### src/rtl/control_carro_pkg.sv
// rtl/control_carro_pkg.sv - shared screen geometry, lane count and FSM encodings for the car sequencer
package control_carro_pkg;

  localparam int ALTO_PANTALLA  = 480;
  localparam int ANCHO_PANTALLA = 640;
  localparam int NUM_CARRILES   = 4;

  localparam int POS_X_W   = $clog2(ANCHO_PANTALLA);
  localparam int POS_Y_W   = $clog2(ALTO_PANTALLA);
  localparam int CARRIL_W  = $clog2(NUM_CARRILES);
  localparam int PUNTAJE_W = 8;

  typedef enum logic [2:0] {
    ST_IDLE   = 3'd0,
    ST_CARGA  = 3'd1,
    ST_CORRE  = 3'd2,
    ST_CHOQUE = 3'd3,
    ST_FIN    = 3'd4
  } estado_e;

  function automatic logic [POS_X_W-1:0] carril_a_x(input logic [CARRIL_W-1:0] carril,
                                                    input int x0,
                                                    input int ancho);
    return POS_X_W'(x0 + int'(carril) * ancho);
  endfunction

endpackage

### src/rtl/control_carro_if.sv
// rtl/control_carro_if.sv - game-side inputs and CarroX-side strobes/coordinates of the car sequencer
interface control_carro_if;
  import control_carro_pkg::*;

  logic                 iStart;
  logic                 iColision;
  logic                 iFinCarro;
  logic                 oEnable;
  logic                 oSuma;
  logic                 oSalto;
  logic [POS_X_W-1:0]   oPosicionX;
  logic [POS_Y_W-1:0]   oPosicionY;
  logic [POS_X_W-1:0]   oPosicionAuxX;
  logic [POS_Y_W-1:0]   oPosicionAuxY;
  logic [PUNTAJE_W-1:0] oPuntaje;
  logic                 oJuegoActivo;
  logic                 oFinJuego;

  modport master (
    input  iStart, iColision, iFinCarro,
    output oEnable, oSuma, oSalto, oPosicionX, oPosicionY, oPosicionAuxX, oPosicionAuxY,
           oPuntaje, oJuegoActivo, oFinJuego
  );

  modport slave (
    output iStart, iColision, iFinCarro,
    input  oEnable, oSuma, oSalto, oPosicionX, oPosicionY, oPosicionAuxX, oPosicionAuxY,
           oPuntaje, oJuegoActivo, oFinJuego
  );

endinterface

### src/rtl/generador_carril.sv
// rtl/generador_carril.sv - free-running 8-bit LFSR whose low bits select the spawn lane X
module generador_carril
  import control_carro_pkg::*;
#(
  parameter int         CARRIL_X0    = 40,
  parameter int         CARRIL_ANCHO = 160,
  parameter logic [7:0] LFSR_SEMILLA = 8'hA5
) (
  input  logic               clk_i,
  input  logic               rst_ni,
  output logic [POS_X_W-1:0] x_o
);

  logic [7:0]          lfsr_q;
  logic [7:0]          lfsr_d;
  logic [CARRIL_W-1:0] carril;

  // Fibonacci, taps 8,6,5,4: maximal length, so a non-zero seed never reaches 0
  always_comb begin
    lfsr_d = {lfsr_q[6:0], lfsr_q[7] ^ lfsr_q[5] ^ lfsr_q[4] ^ lfsr_q[3]};
  end

  always_ff @(posedge clk_i or negedge rst_ni) begin
    if (!rst_ni) begin
      lfsr_q <= LFSR_SEMILLA;
    end else begin
      lfsr_q <= lfsr_d;
    end
  end

  assign carril = lfsr_q[CARRIL_W-1:0];
  assign x_o    = carril_a_x(carril, CARRIL_X0, CARRIL_ANCHO);

endmodule

### src/rtl/control_carro.sv
// rtl/control_carro.sv - spawn/step/park sequencer for the CarroX car register with score and level speed-up
module control_carro
  import control_carro_pkg::*;
#(
  parameter int         DIV_INICIAL  = 100000,
  parameter int         DIV_MIN      = 20000,
  parameter int         DIV_PASO     = 5000,
  parameter int         DIV_W        = 17,
  parameter int         PUNTOS_NIVEL = 5,
  parameter int         CARRIL_X0    = 40,
  parameter int         CARRIL_ANCHO = 160,
  parameter int         PARK_X       = 700,
  parameter int         PARK_Y       = 0,
  parameter logic [7:0] LFSR_SEMILLA = 8'hA5
) (
  input  logic           iClk,
  input  logic           iReset_n,
  control_carro_if.master bus
);

  localparam logic [DIV_W-1:0]     DivIni    = DIV_W'(DIV_INICIAL);
  localparam logic [DIV_W-1:0]     DivMin    = DIV_W'(DIV_MIN);
  localparam logic [DIV_W-1:0]     DivPaso   = DIV_W'(DIV_PASO);
  localparam logic [DIV_W-1:0]     DivUmbral = DIV_W'(DIV_MIN + DIV_PASO);
  localparam logic [PUNTAJE_W-1:0] NivelMax  = PUNTAJE_W'(PUNTOS_NIVEL - 1);
  localparam logic [PUNTAJE_W-1:0] PuntajeMax = '1;

  estado_e              estado_q, estado_d;
  logic [DIV_W-1:0]     tick_q, tick_d;
  logic [DIV_W-1:0]     div_q, div_d;
  logic [PUNTAJE_W-1:0] puntaje_q, puntaje_d;
  logic [PUNTAJE_W-1:0] nivel_q, nivel_d;
  logic [POS_X_W-1:0]   pos_x_q, pos_x_d;
  logic                 enable_q, enable_d;
  logic                 suma_q, suma_d;
  logic                 salto_q, salto_d;
  logic                 activo_q, activo_d;
  logic                 fin_q, fin_d;
  logic [POS_X_W-1:0]   carril_x;

  generador_carril #(
    .CARRIL_X0   (CARRIL_X0),
    .CARRIL_ANCHO(CARRIL_ANCHO),
    .LFSR_SEMILLA(LFSR_SEMILLA)
  ) u_generador_carril (
    .clk_i (iClk),
    .rst_ni(iReset_n),
    .x_o   (carril_x)
  );

  always_comb begin
    estado_d  = estado_q;
    tick_d    = tick_q;
    div_d     = div_q;
    puntaje_d = puntaje_q;
    nivel_d   = nivel_q;
    pos_x_d   = pos_x_q;
    suma_d    = 1'b0;

    case (estado_q)
      ST_IDLE: begin
        if (bus.iStart) estado_d = ST_CARGA;
      end
      ST_CARGA: begin
        estado_d = ST_CORRE;
        tick_d   = '0;
      end
      ST_CORRE: begin
        if (bus.iColision) begin
          estado_d = ST_CHOQUE;
          tick_d   = '0;
        end else if (bus.iFinCarro) begin
          estado_d = ST_CARGA;
          tick_d   = '0;
          // nivel_q tracks score mod PUNTOS_NIVEL; a saturated score no longer levels up
          if (puntaje_q != PuntajeMax) begin
            puntaje_d = puntaje_q + 1'b1;
            if (nivel_q == NivelMax) begin
              nivel_d = '0;
              div_d   = (div_q < DivUmbral) ? DivMin : div_q - DivPaso;
            end else begin
              nivel_d = nivel_q + 1'b1;
            end
          end
        end else if (tick_q == div_q - 1'b1) begin
          tick_d = '0;
          suma_d = 1'b1;
        end else begin
          tick_d = tick_q + 1'b1;
        end
      end
      ST_CHOQUE: begin
        estado_d = ST_FIN;
      end
      ST_FIN: begin
        if (bus.iStart) begin
          estado_d  = ST_CARGA;
          puntaje_d = '0;
          nivel_d   = '0;
          div_d     = DivIni;
        end
      end
      default: begin
        estado_d = ST_IDLE;
      end
    endcase

    // Outputs are registered from the next state so each strobe lines up with its state
    if (estado_d == ST_CARGA) pos_x_d = carril_x;
    enable_d = (estado_d == ST_CARGA);
    salto_d  = (estado_d == ST_CHOQUE);
    activo_d = (estado_d == ST_CARGA) || (estado_d == ST_CORRE);
    fin_d    = (estado_d == ST_FIN);
  end

  always_ff @(posedge iClk or negedge iReset_n) begin
    if (!iReset_n) begin
      estado_q  <= ST_IDLE;
      tick_q    <= '0;
      div_q     <= DivIni;
      puntaje_q <= '0;
      nivel_q   <= '0;
      pos_x_q   <= '0;
      enable_q  <= 1'b0;
      suma_q    <= 1'b0;
      salto_q   <= 1'b0;
      activo_q  <= 1'b0;
      fin_q     <= 1'b0;
    end else begin
      estado_q  <= estado_d;
      tick_q    <= tick_d;
      div_q     <= div_d;
      puntaje_q <= puntaje_d;
      nivel_q   <= nivel_d;
      pos_x_q   <= pos_x_d;
      enable_q  <= enable_d;
      suma_q    <= suma_d;
      salto_q   <= salto_d;
      activo_q  <= activo_d;
      fin_q     <= fin_d;
    end
  end

  assign bus.oEnable       = enable_q;
  assign bus.oSuma         = suma_q;
  assign bus.oSalto        = salto_q;
  assign bus.oPosicionX    = pos_x_q;
  assign bus.oPosicionY    = '0;
  assign bus.oPosicionAuxX = POS_X_W'(PARK_X);
  assign bus.oPosicionAuxY = POS_Y_W'(PARK_Y);
  assign bus.oPuntaje      = puntaje_q;
  assign bus.oJuegoActivo  = activo_q;
  assign bus.oFinJuego     = fin_q;

endmodule

### src/flat_wrapper.sv
// flat-port wrapper written by rule: the top's interface ports become plain ports
module control_carro_flat import control_carro_pkg::*;
#(
  parameter int         DIV_INICIAL  = 100000,
  parameter int         DIV_MIN      = 20000,
  parameter int         DIV_PASO     = 5000,
  parameter int         DIV_W        = 17,
  parameter int         PUNTOS_NIVEL = 5,
  parameter int         CARRIL_X0    = 40,
  parameter int         CARRIL_ANCHO = 160,
  parameter int         PARK_X       = 700,
  parameter int         PARK_Y       = 0,
  parameter logic [7:0] LFSR_SEMILLA = 8'hA5
)
  (iClk, iReset_n, bus_iStart, bus_iColision, bus_iFinCarro, bus_oEnable, bus_oSuma, bus_oSalto, bus_oPosicionX, bus_oPosicionY, bus_oPosicionAuxX, bus_oPosicionAuxY, bus_oPuntaje, bus_oJuegoActivo, bus_oFinJuego);
  control_carro_if bus_i ();
  input  logic iClk;
  input  logic iReset_n;
  input wire logic [$bits(bus_i.iStart)-1:0] bus_iStart;
  input wire logic [$bits(bus_i.iColision)-1:0] bus_iColision;
  input wire logic [$bits(bus_i.iFinCarro)-1:0] bus_iFinCarro;
  output wire logic [$bits(bus_i.oEnable)-1:0] bus_oEnable;
  output wire logic [$bits(bus_i.oSuma)-1:0] bus_oSuma;
  output wire logic [$bits(bus_i.oSalto)-1:0] bus_oSalto;
  output wire logic [$bits(bus_i.oPosicionX)-1:0] bus_oPosicionX;
  output wire logic [$bits(bus_i.oPosicionY)-1:0] bus_oPosicionY;
  output wire logic [$bits(bus_i.oPosicionAuxX)-1:0] bus_oPosicionAuxX;
  output wire logic [$bits(bus_i.oPosicionAuxY)-1:0] bus_oPosicionAuxY;
  output wire logic [$bits(bus_i.oPuntaje)-1:0] bus_oPuntaje;
  output wire logic [$bits(bus_i.oJuegoActivo)-1:0] bus_oJuegoActivo;
  output wire logic [$bits(bus_i.oFinJuego)-1:0] bus_oFinJuego;
  assign bus_i.iStart = bus_iStart;
  assign bus_i.iColision = bus_iColision;
  assign bus_i.iFinCarro = bus_iFinCarro;
  assign bus_oEnable = bus_i.oEnable;
  assign bus_oSuma = bus_i.oSuma;
  assign bus_oSalto = bus_i.oSalto;
  assign bus_oPosicionX = bus_i.oPosicionX;
  assign bus_oPosicionY = bus_i.oPosicionY;
  assign bus_oPosicionAuxX = bus_i.oPosicionAuxX;
  assign bus_oPosicionAuxY = bus_i.oPosicionAuxY;
  assign bus_oPuntaje = bus_i.oPuntaje;
  assign bus_oJuegoActivo = bus_i.oJuegoActivo;
  assign bus_oFinJuego = bus_i.oFinJuego;
  control_carro #(.DIV_INICIAL(DIV_INICIAL), .DIV_MIN(DIV_MIN), .DIV_PASO(DIV_PASO), .DIV_W(DIV_W), .PUNTOS_NIVEL(PUNTOS_NIVEL), .CARRIL_X0(CARRIL_X0), .CARRIL_ANCHO(CARRIL_ANCHO), .PARK_X(PARK_X), .PARK_Y(PARK_Y), .LFSR_SEMILLA(LFSR_SEMILLA)) u_core (.iClk(iClk), .iReset_n(iReset_n), .bus(bus_i));
endmodule
### config.mk
export PLATFORM = sky130hd
export DESIGN_NAME = control_carro_flat
export DESIGN_NICKNAME = d
export VERILOG_FILES = /design/src/rtl/control_carro_pkg.sv /design/src/rtl/control_carro_if.sv /design/src/rtl/generador_carril.sv /design/src/rtl/control_carro.sv /design/src/flat_wrapper.sv
export SDC_FILE = /design/constraint.sdc
export NUM_CORES = 1
export LEC_CHECK = 0
export CORE_UTILIZATION = 57
export CTS_BUF_LIST = sky130_fd_sc_hd__clkbuf_4 sky130_fd_sc_hd__clkbuf_8
export DETAILED_ROUTE_END_ITERATION = 10
export HOLD_SLACK_MARGIN = 0.06
export PLACE_DENSITY_LB_ADDON = 0.1
export SLEW_MARGIN = 20
export SYNTH_ARGS = -nofsm -noshare
export SYNTH_HDL_FRONTEND = slang
export SYNTH_SLANG_ARGS = --single-unit
export TNS_END_PERCENT = 10
### constraint.sdc
create_clock -name iClk -period 3.5 [get_ports iClk]
set_input_delay 0.35 -clock iClk [delete_from_list [all_inputs] [get_ports iClk]]
set_output_delay 0.35 -clock iClk [all_outputs]
set_load 0.05 [all_outputs]
==> results of run 1 <==
-- state kept, by name, summed over array words and instances, names as in the netlist, 3 cells and up --
name / flops
u_core.tick_q: 17
u_core.div_q: 14
u_core.bus.oPuntaje: 8
u_core.nivel_q: 8
u_core.u_generador_carril.lfsr_q: 8
u_core.bus.oPosicionX: 6
u_core.estado_q: 3
-- final timing paths --
kind | to | slack, ns | depth (start not counted) | from
setup / recovery | u_core.tick_q[13]$_DFFE_PN0P_ | 0.22 | 9 | u_core.div_q[3]$_DFFE_PN0P_
hold / removal | u_core.u_generador_carril.lfsr_q[3]$_DFF_PN0_ | 0.39 | 0 | u_core.u_generador_carril.lfsr_q[2]$_DFF_PN1_
setup reg to reg | u_core.tick_q[13]$_DFFE_PN0P_ | 0.22 | 9 | u_core.div_q[3]$_DFFE_PN0P_
hold reg to reg | u_core.u_generador_carril.lfsr_q[3]$_DFF_PN0_ | 0.39 | 0 | u_core.u_generador_carril.lfsr_q[2]$_DFF_PN1_
max in group asynchronous | u_core.u_generador_carril.lfsr_q[7]$_DFF_PN1_ | 2.26 | 3 | iReset_n
min in group asynchronous | u_core.div_q[6]$_DFFE_PN0P_ | 0.53 | 2 | iReset_n
-- synthesized netlist by cell type (2+ instances only) --
library cell | count | area (sq um)
nor3b_1 | 6 | 45.0
buf_2 | 2 | 10.0
and2_1 | 4 | 25.0
and3_1 | 9 | 56.3
xor2_1 | 13 | 114
xnor2_1 | 13 | 114
ha_1 | 8 | 100
conb_1 | 2 | 7.51
nand2_1 | 29 | 109
buf_6 | 6 | 67.6
mux2i_1 | 7 | 70.1
or2_2 | 3 | 18.8
a21o_1 | 3 | 22.5
dfstp_2 | 10 | 263
or4_1 | 2 | 15.0
a311o_1 | 2 | 20.0
inv_1 | 20 | 75.1
o22ai_1 | 2 | 12.5
buf_4 | 32 | 240
nor2_1 | 34 | 128
clkbuf_1 | 20 | 75.1
a211oi_1 | 2 | 15.0
a21oi_1 | 12 | 60.1
nand3_1 | 29 | 145
a31oi_1 | 18 | 113
or4b_1 | 6 | 60.1
nand4_1 | 9 | 56.3
buf_1 | 2 | 7.51
nor2b_1 | 3 | 18.8
nor4_1 | 3 | 18.8
o21ai_1 | 8 | 40.0
nor3_1 | 11 | 55.1
mux2_2 | 5 | 56.3
nor4b_1 | 3 | 26.3
o211ai_1 | 2 | 15.0
o31ai_1 | 4 | 30.0
nand2b_1 | 11 | 68.8
o21ai_0 | 31 | 155
or3_1 | 5 | 31.3
dfrtp_1 | 59 | 1480
o211a_1 | 2 | 20.0
-- power by group through the flow --
| stage | sequential [mW] | combinational (mW) | clock, mW |
|---|---|---|---|
| after global routing | 1.20 | 1.36 | 0.631 |
| after detailed placement | 1.18 | 1.23 | 0 |
| final | 1.17 | 1.23 | 0.587 |
| after global placement | 1.18 | 1.21 | 0 |
| after CTS | 1.17 | 1.23 | 0.606 |
| after floorplan | 1.18 | 0.967 | 0 |
-- worst max-delay path: cells and delay by family, from the launching register on --
family                     cells  cell delay [ns]
AOI/OAI and AO/OA              4             1.33
and+or+nand+nor                3             1.05
DFF                            1             0.47
adders and majority gates      1             0.26
buffers and inverters          1             0.09
-- logic make-up after synthesis --
family	after synthesis
compound gates	99
xor+xnor	26
simple gates	173
other cells	2
buf+inv	82
fa+ha+maj	8
mux	12
flops	69
-- area by class of cell --
| cell class | instances | area share |
|---|---|---|
| tap | 99 | 0.0271 |
| clock buffer | 9 | 0.0271 |
| multi-input combinational | 350 | 0.468 |
| inverter | 20 | 0.0164 |
| clock inverter | 7 | 0.0112 |
| sequential | 69 | 0.381 |
| timing repair buffer | 34 | 0.0685 |
-- routing by layer --
layer / up-vias / part of all wire / GRT usage
met3: 10 / 0.055 / 0.0532
met5: - / 0 / 0
met4: 0 / 0.0095 / 0.0792
met2: 75 / 0.46 / 0.385
li1: 1629 / - / -
met1: 1586 / 0.47 / 0.324
-- repair_timing --
item | 4_1_cts | 5_1_grt
hold endpoints to repair | 0 | 36
hold buffers | 0 | 1
resized for setup | 0 | 0
==> run metrics, run 1 <==
status finished clean; root buffer cell clkbuf_8; dpl ws around 0.24 ns; initial antenna violation count 0; post-route antenna net violation count 0; Synth cell types 60; Worst Tran Pin Value around 0.86 ns; type of origin of the critical path flop; crit path cell chain inv_1 > ha_1 > or4b_1 > o311a_1 > o211a_1 > nand4_1 > a2111o_1 > or4b_1 > o21ai_1; Antenna Cells 0; gr usage total 0.240; placed cell area 4380 sq um; Post-CTS Setup Repair Bufs 0; Final WS setup roughly 0.22 ns; Iter 0 DRT Violations ~210; share of cells above drive strength 1 0.100; GP Congestion 0.911; combinational power share 0.411; Adder-Cell Fraction of Synth Area 0.0236; Power Total between 2 and 3 mW; sequential element share of the synthesized area 0.410; Initial Util 0.588; Final Hold Slack 0.394 ns; Final Hold Vio Count 0; final instance area around 4600 sq um; Die Y just under 90 um; clock sinks between 60 and 70; WL/cell about 15 um; most frequent cells in the layout dfrtp_1 (59), nor2_1 (34), conb_1 (32), o21ai_0 (30); Final #Nets 497; Max Freq about 0.31 GHz; Cell Rows 31; final core occ 0.633; total die area slightly below 8000 sq um; Congestion Overflow GR 0; net load switching power ~1.3 mW; Final Setup Violations 0; io pins 56; Data required, critical path 3.79 ns; Syn Area/Cell around 9 sq um; vias in the first global route around 3,000; Worst VDD drop between 0.4 and 0.5 mV; Die W just under 90 um; storage element area approximately 1700 sq um; HPWL Detailed 5920 um; DRT Wirelength between 8000 and 9000 um; #FFs+latches synth between 60 and 70; largest net degree at the start of global routing 45; critical path class flop to flop; TritonCTS Buffers 9; CTS Buffer Depth 2; htree depth 3; relative slew slack 0.430; Worst setup EP type flop; Via Count 3,300; leakage about 1.9 nW; largest family of logic cells by synthesized area simple AND/OR/NAND/NOR gates; DP Cell Count 571; core area between 7000 and 8000 sq um; sequential power share 0.392; max-slew violation count 0; RSZ-0062 raised after global routing false; Simple-Gate Fraction of Synth Area 0.223; compound-cell area share of the yosys netlist 0.146; Sw Share 0.438; Mapped Area 4240 sq um; Critical Path AT ~3.6 ns; Final Non-Filler Cells about 590; CTS clock-pin slew for the worst setup and hold paths about 0.080 ns; Hold Crit Class flop to flop; Syn-to-layout area delta 7.64%; skew final about 0.011 ns; EDFF count, synth 0; Int Pwr between 1.5 and 2 mW; XOR/XNOR Fraction of Synth Area 0.0537; Clk pwr share 0.196; Clock Latency Late Sink approximately 0.36 ns; setup TNS 0 ns; CP max stage delay between 0.6 and 0.7 ns; routed vias/inst about 5.6; fill count about 640; CP max stage cell a2111o_1; post-synthesis instance total 471; number of max-cap violations 0; DR pass1 iterations 4; fraction of registers with async set/reset 1.00; CP dominant cell by count or4b_1; yosys warns 0; Final Cycle Share 0.936; first-pass GRT wire length 14,200 um; Multi-input gate area about 2100 sq um; mux share of post-synthesis cell area 0.0298; port bufs 23; CP max FO 29; crit path time final 3.28 ns; CTS tree built; Power Dens Cells 654 nW/um^2; Main synth FF type dfrtp_1; most common cell after layout, fill and taps aside dfrtp_1; DRC errors left 0
No activity file was read; power rests on OpenSTA's default activity.
==> run 2: changes to the inputs <==
MAX_ROUTING_LAYER = met4   (was unset)
==> run 2 against run 1 <==
  * Worst hold slack got worse by 0.0030 ns
  * Critical endpoint unchanged
  * Critical path type unchanged
  * Largest cell class unchanged
  * Clock-buffer cell count unchanged
  * Register-to-register slack about the same
  * Sequential power about the same
==> run metrics, run 2 (synthesis results as in run 1) <==
first-pass GRT wire length about 14,000 um; final core occ 0.633; GP Congestion between 0.9 and 1; Final Hold Slack 0.391 ns; post-route antenna net violation count 0; crit path time final about 3.3 ns; Worst Tran Pin Value roughly 0.85 ns; Initial Util 0.588; most frequent cells in the layout dfrtp_1 (59), nor2_1 (34), conb_1 (32), o21ai_0 (30); Clk pwr share 0.196; relative slew slack 0.431; root buffer cell clkbuf_8; crit path cell chain inv_1 > ha_1 > or4b_1 > o311a_1 > o211a_1 > nand4_1 > a2111o_1 > or4b_1 > o21ai_1; Clock Latency Late Sink roughly 0.36 ns; Cell Rows 31; HPWL Detailed between 5000 and 6000 um; clock sinks 69; share of cells above drive strength 1 0.100; Syn-to-layout area delta 7.64%; RR Startpoint u_core.div_q[3]$_DFFE_PN0P_; htree depth 3; most common cell after layout, fill and taps aside dfrtp_1; DRT Wirelength about 8600 um; Worst VDD drop about 0.43 mV; setup TNS 0 ns; port bufs 23; CP max FO 29; CTS tree built; DR pass1 iterations 4; RSZ-0062 raised after global routing false; Worst Setup SP u_core.div_q[3]$_DFFE_PN0P_; max reg flops 17; Congestion Overflow GR 0; CP max stage cell a2111o_1; sequential power share 0.393; io pins 56; Power Dens Cells 654 nW/um^2; R2R Setup Slk 0.23 ns; Hold Crit Class flop to flop; number of max-cap violations 0; Die Y approximately 90 um; Iter 0 DRT Violations ~220; delay-heaviest family, CP compound AO/OA/AOI/OAI gates; most flop-heavy register u_core.tick_q; vias in the first global route just over 3,000; CP bufs+invs 1; routed vias/inst approximately 5.6; largest net degree at the start of global routing 45; DRC errors left 0; min-delay src u_core.u_generador_carril.lfsr_q[6]$_DFF_PN0_; max-slew violation count 0; CP max stage delay about 0.67 ns; WL/cell approximately 15 um; total die area just under 8000 sq um; Int Pwr ~1.7 mW; skew final 0.0109 ns; Critical Path AT approximately 3.6 ns; type of origin of the critical path flop; combinational power share 0.411; Sw Share 0.438; Worst setup EP type flop; Power Total roughly 3 mW; core area a little over 7000 sq um; Data required, critical path ~3.8 ns; Die W roughly 90 um; TritonCTS Buffers 9; Final Hold Vio Count 0; initial antenna violation count 0; Final Cycle Share 0.935; Via Count between 3,000 and 4,000; Regs by FF count u_core.tick_q: 17 flops, u_core.div_q: 14 flops; leakage 1.93 nW; post_cts resized 0; Antenna Cells 0; CP dominant cell by count or4b_1; Final Setup Violations 0; critical path class flop to flop; CTS Buffer Depth 2; CTS clock-pin slew for the worst setup and hold paths around 0.080 ns; net load switching power approximately 1.3 mW; Max Freq roughly 0.31 GHz; status finished clean; gr usage total 0.248; Final #Nets slightly below 500
==> run 2: layout make-up <==
type,count,area [sq um]
timing repair buffer,34,313
inverter,20,75.1
sequential,69,1740
clock inverter,7,51.3
multi-input combinational,350,2140
tap,99,124
fill,638,2650
clock buffer,9,124
==> run 2: stage by stage <==
stage | std cells | area, sq um | setup slack (ns)
2_1_floorplan | 501 | 4350 | 0.662
3_3_place_gp | 571 | 4380 | 0.361
3_5_place_dp | 571 | 4380 | 0.241
4_1_cts | 587 | 4550 | 0.236
5_1_grt | 588 | 4560 | 0.0279
6_report | 588 | 4560 | 0.226
==> run 2: power groups by stage <==
stage	combinational [mW]	clock (mW)	sequential, mW
after CTS	1.23	0.606	1.17
final	1.23	0.586	1.17
after global placement	1.21	0	1.18
after global routing	1.36	0.631	1.20
after detailed placement	1.23	0	1.18
after floorplan	0.967	0	1.18
==> run 2: worst paths after layout <==
kind                       cells past startpoint                                       endpoint
min reg2reg                                    0  u_core.u_generador_carril.lfsr_q[7]$_DFF_PN1_
max                                            9                  u_core.tick_q[13]$_DFFE_PN0P_
max reg2reg                                    9                  u_core.tick_q[13]$_DFFE_PN0P_
max in group asynchronous                      3  u_core.u_generador_carril.lfsr_q[7]$_DFF_PN1_
min                                            0  u_core.u_generador_carril.lfsr_q[7]$_DFF_PN1_
min in group asynchronous                      2                    u_core.div_q[6]$_DFFE_PN0P_
==> run 2: what timing repair did <==
action / CTS / global route
hold buffers: 0 / 1
buffers inserted: 0 / 0
hold endpoints to repair: 0 / 36
==> run 2: layer usage <==
metal | share of wire | vias to the layer above | wire [um] | global-route usage
met5 | 0 | - | 0 | -
met1 | 0.48 | 1601 | 4110 | 0.328
met4 | 0.010 | 0 | 87 | 0.0792
met2 | 0.47 | 72 | 4020 | 0.383
met3 | 0.044 | 10 | 378 | 0.0494
li1 | - | 1628 | - | -
==> run 3: changes to the inputs <==
SYNTH_HIERARCHICAL = 1   (was unset)
==> run 3 against run 2 <==
  * Final area grew 3.1%
  * Synthesized cell count down 2.1%
  * Synthesized area rose by 0.32%
  * Sequential cell count rose by 4
  * Combinational power up 7%
  * Cell count fell by 0.85%
  * Worst hold slack got worse by 0.027 ns
  * First-iteration DRC count fell by 26%
  * Maximum frequency increased by 5.9%
  * Core utilization increased by 2.0 points
  * Power rose by 12%
  * Via count shrank 1.4%
  * Critical endpoint is now u_core/tick_q[4]$_DFFE_PN0P_
  * Largest cell class unchanged
==> run metrics, run 3 <==
status finished clean; Final Setup Violations 0; vias in the first global route between 2,000 and 3,000; min-delay src u_core/u_generador_carril/lfsr_q[6]$_DFF_PN0_; port bufs 27; post_cts resized 0; final core occ 0.652; net load switching power about 1.4 mW; cell taking the most area after synthesis dfrtp_1; Die Y around 88 um; max reg flops 17; Cell Rows 31; Worst Setup SP u_core/div_q[6]$_DFFE_PN0P_; Syn Area/Cell between 9 and 10 sq um; Final Hold Vio Count 0; critical path class flop to flop; Final Cycle Share 0.883; CTS Buffer Depth 2; Mapped Area 4250 sq um; Data required, critical path 3.72 ns; Power Dens Cells 709 nW/um^2; WL/cell 14.7 um; Syn-to-layout area delta 10.6%; largest net degree at the start of global routing 74; skew final approximately 0.011 ns; crit path time final around 3.1 ns; fill count 602; most common cell after layout, fill and taps aside dfrtp_1; most frequent cell after synthesis dfrtp_1; DRT Wirelength approximately 8600 um; Initial Util 0.590; gr usage total 0.245; post-synthesis instance total 461; Worst setup EP type flop; Main synth FF type dfrtp_1; first-pass GRT wire length ~14,000 um; htree depth 3; setup TNS 0 ns; leakage just over 2 nW; TritonCTS Buffers 9; CTS tree built; initial antenna violation count 0; most flop-heavy register u_core/tick_q; Via Count 3,265; total die area 7810 sq um; placed cell area around 4500 sq um; clock sinks 73; Hold Crit Class flop to flop; root buffer cell clkbuf_8; post-route antenna net violation count 0; type of origin of the critical path flop; Worst Tran Pin Value 0.795 ns; sequential element share of the synthesized area 0.432; RSZ-0062 raised after global routing false; relative slew slack 0.466; Clk pwr share 0.222; share of cells above drive strength 1 0.116; routed vias/inst 5.60; Synth top area share 0.371; final instance area 4710 sq um; Worst VDD drop approximately 0.54 mV; Final #Nets ~490; DRC errors left 0; number of max-cap violations 0; yosys warns 6; Die W 88.4 um; Synth cell types between 50 and 60; CTS clock-pin slew for the worst setup and hold paths 0.08 ns; Iter 0 DRT Violations 160; Sw Share 0.415; max-slew violation count 0; Antenna Cells 0; Clock Latency Late Sink approximately 0.34 ns; HPWL Detailed roughly 5900 um; most frequent cells in the layout dfrtp_1 (63), nand2_1 (48), nor2_1 (34), conb_1 (33), o21ai_0 (28); Post-CTS Setup Repair Bufs 0; Max Freq around 0.32 GHz; io pins between 50 and 60; Critical Path AT 3.32 ns; DR pass1 iterations 4; Int Pwr between 1.5 and 2 mW; combinational power share 0.393; #FFs+latches synth 73; core area a little over 7000 sq um; Final Hold Slack 0.364 ns; sequential power share 0.385; EDFF count, synth 0; synth top area cells dfrtp_1 (37%), dfstp_2 (6.2%), buf_4 (6.0%), nand2_1 (4.2%), xnor2_1 (3.7%); synth cell count leaders dfrtp_1 (63), nand2_1 (48), buf_4 (34), nor2_1 (34), o21ai_0 (28); RR Startpoint u_core/div_q[6]$_DFFE_PN0P_; Congestion Overflow GR 0; GP Congestion ~0.86; fraction of registers with async set/reset 1.00; CP max FO 20
run 3: cell types whose count changed in the layout (fill, tap and decap cells not counted), sizes merged, moves of 6 or more:
cell    delta
a211oi     +6
a31oi     -14
inv       -10
mux2       +6
mux2i      -6
nand2     +19
nand2b     -7
nand3     -14
nor4       +6
o21ai     -11
or4b       -6
run 3: layout make-up:
cell class	instances	area, sq um	area share
Timing Repair Buffer	36	348	0.0739
Clock inverter	6	91.3	0.0194
Clock buffer	10	131	0.0279
Inverter	10	37.5	0.00798
Multi-Input combinational cell	349	2130	0.454
Sequential cell	73	1840	0.391
Tap cell	99	124	0.0263
run 3: kinds of logic after synthesis:
group	after synthesis	synth area share
AND/OR/NAND/NOR	171	0.204
AO/OA/AOI/OAI	95	0.152
flip-flops	73	0.432
buffers and inverters	68	0.0915
XOR/XNOR	30	0.0618
multiplexers	12	0.0315
adder cells (fa/ha/maj)	8	0.0235
other	4	0.00353
run 3: path summary, 6_finish.rpt:
| path | end | slack (ns) | cells past startpoint |
|---|---|---|---|
| min reg2reg | u_core/u_generador_carril/lfsr_q[7]$_DFF_PN1_ | 0.36 | 0 |
| max | u_core/tick_q[4]$_DFFE_PN0P_ | 0.41 | 8 |
| min | u_core/u_generador_carril/lfsr_q[7]$_DFF_PN1_ | 0.36 | 0 |
| max reg2reg | u_core/tick_q[4]$_DFFE_PN0P_ | 0.41 | 8 |
| min in group asynchronous | u_core/nivel_q[3]$_DFFE_PN0P_ | 0.57 | 3 |
| max in group asynchronous | u_core/u_generador_carril/lfsr_q[7]$_DFF_PN1_ | 2.59 | 3 |
run 3: timing repair:
| item | in CTS | in global routing |
|---|---|---|
| hold buffers | 1 | 0 |
| endpoints found under the hold margin | 63 | 0 |
| endpoints found under the setup margin | 0 | 0 |
run 3: power by group through the flow:
stage          sequential (mW)  combinational (mW)  clock [mW]
6_report                  1.28                1.31       0.740
5_1_grt                   1.31                1.43       0.797
4_1_cts                   1.28                1.32       0.765
3_5_place_dp              1.29                1.31           0
3_3_place_gp              1.28                1.29           0
2_1_floorplan             1.38               0.887           0
run 3: critical path: stages (launching register included):
cell and delay [ns]:
dfrtp_1 0.46, or4_1 0.70, or4_4 0.56, a211oi_2 0.21
o211ai_1 0.14, nor4b_2 0.22, buf_4 0.28, nor2_2 0.06
a221o_1 0.34
run 3: per-stage QoR:
| stage | total power [mW] | std cells | setup slack [ns] |
|---|---|---|---|
| finish | 3.33 | 583 | 0.408 |
| global placement | 2.57 | 566 | 0.493 |
| floorplan | 2.27 | 490 | 0.628 |
| detailed placement | 2.60 | 566 | 0.409 |
| global route | 3.54 | 583 | 0.268 |
| CTS | 3.36 | 583 | 0.409 |
run 3: routing by layer:
metal	global-route usage	up-vias	part of all wire
li1	-	1609	-
met1	0.328	1575	0.47
met2	0.369	77	0.48
met3	0.0672	4	0.045
met4	0.0630	0	0.0064
met5	-	-	0
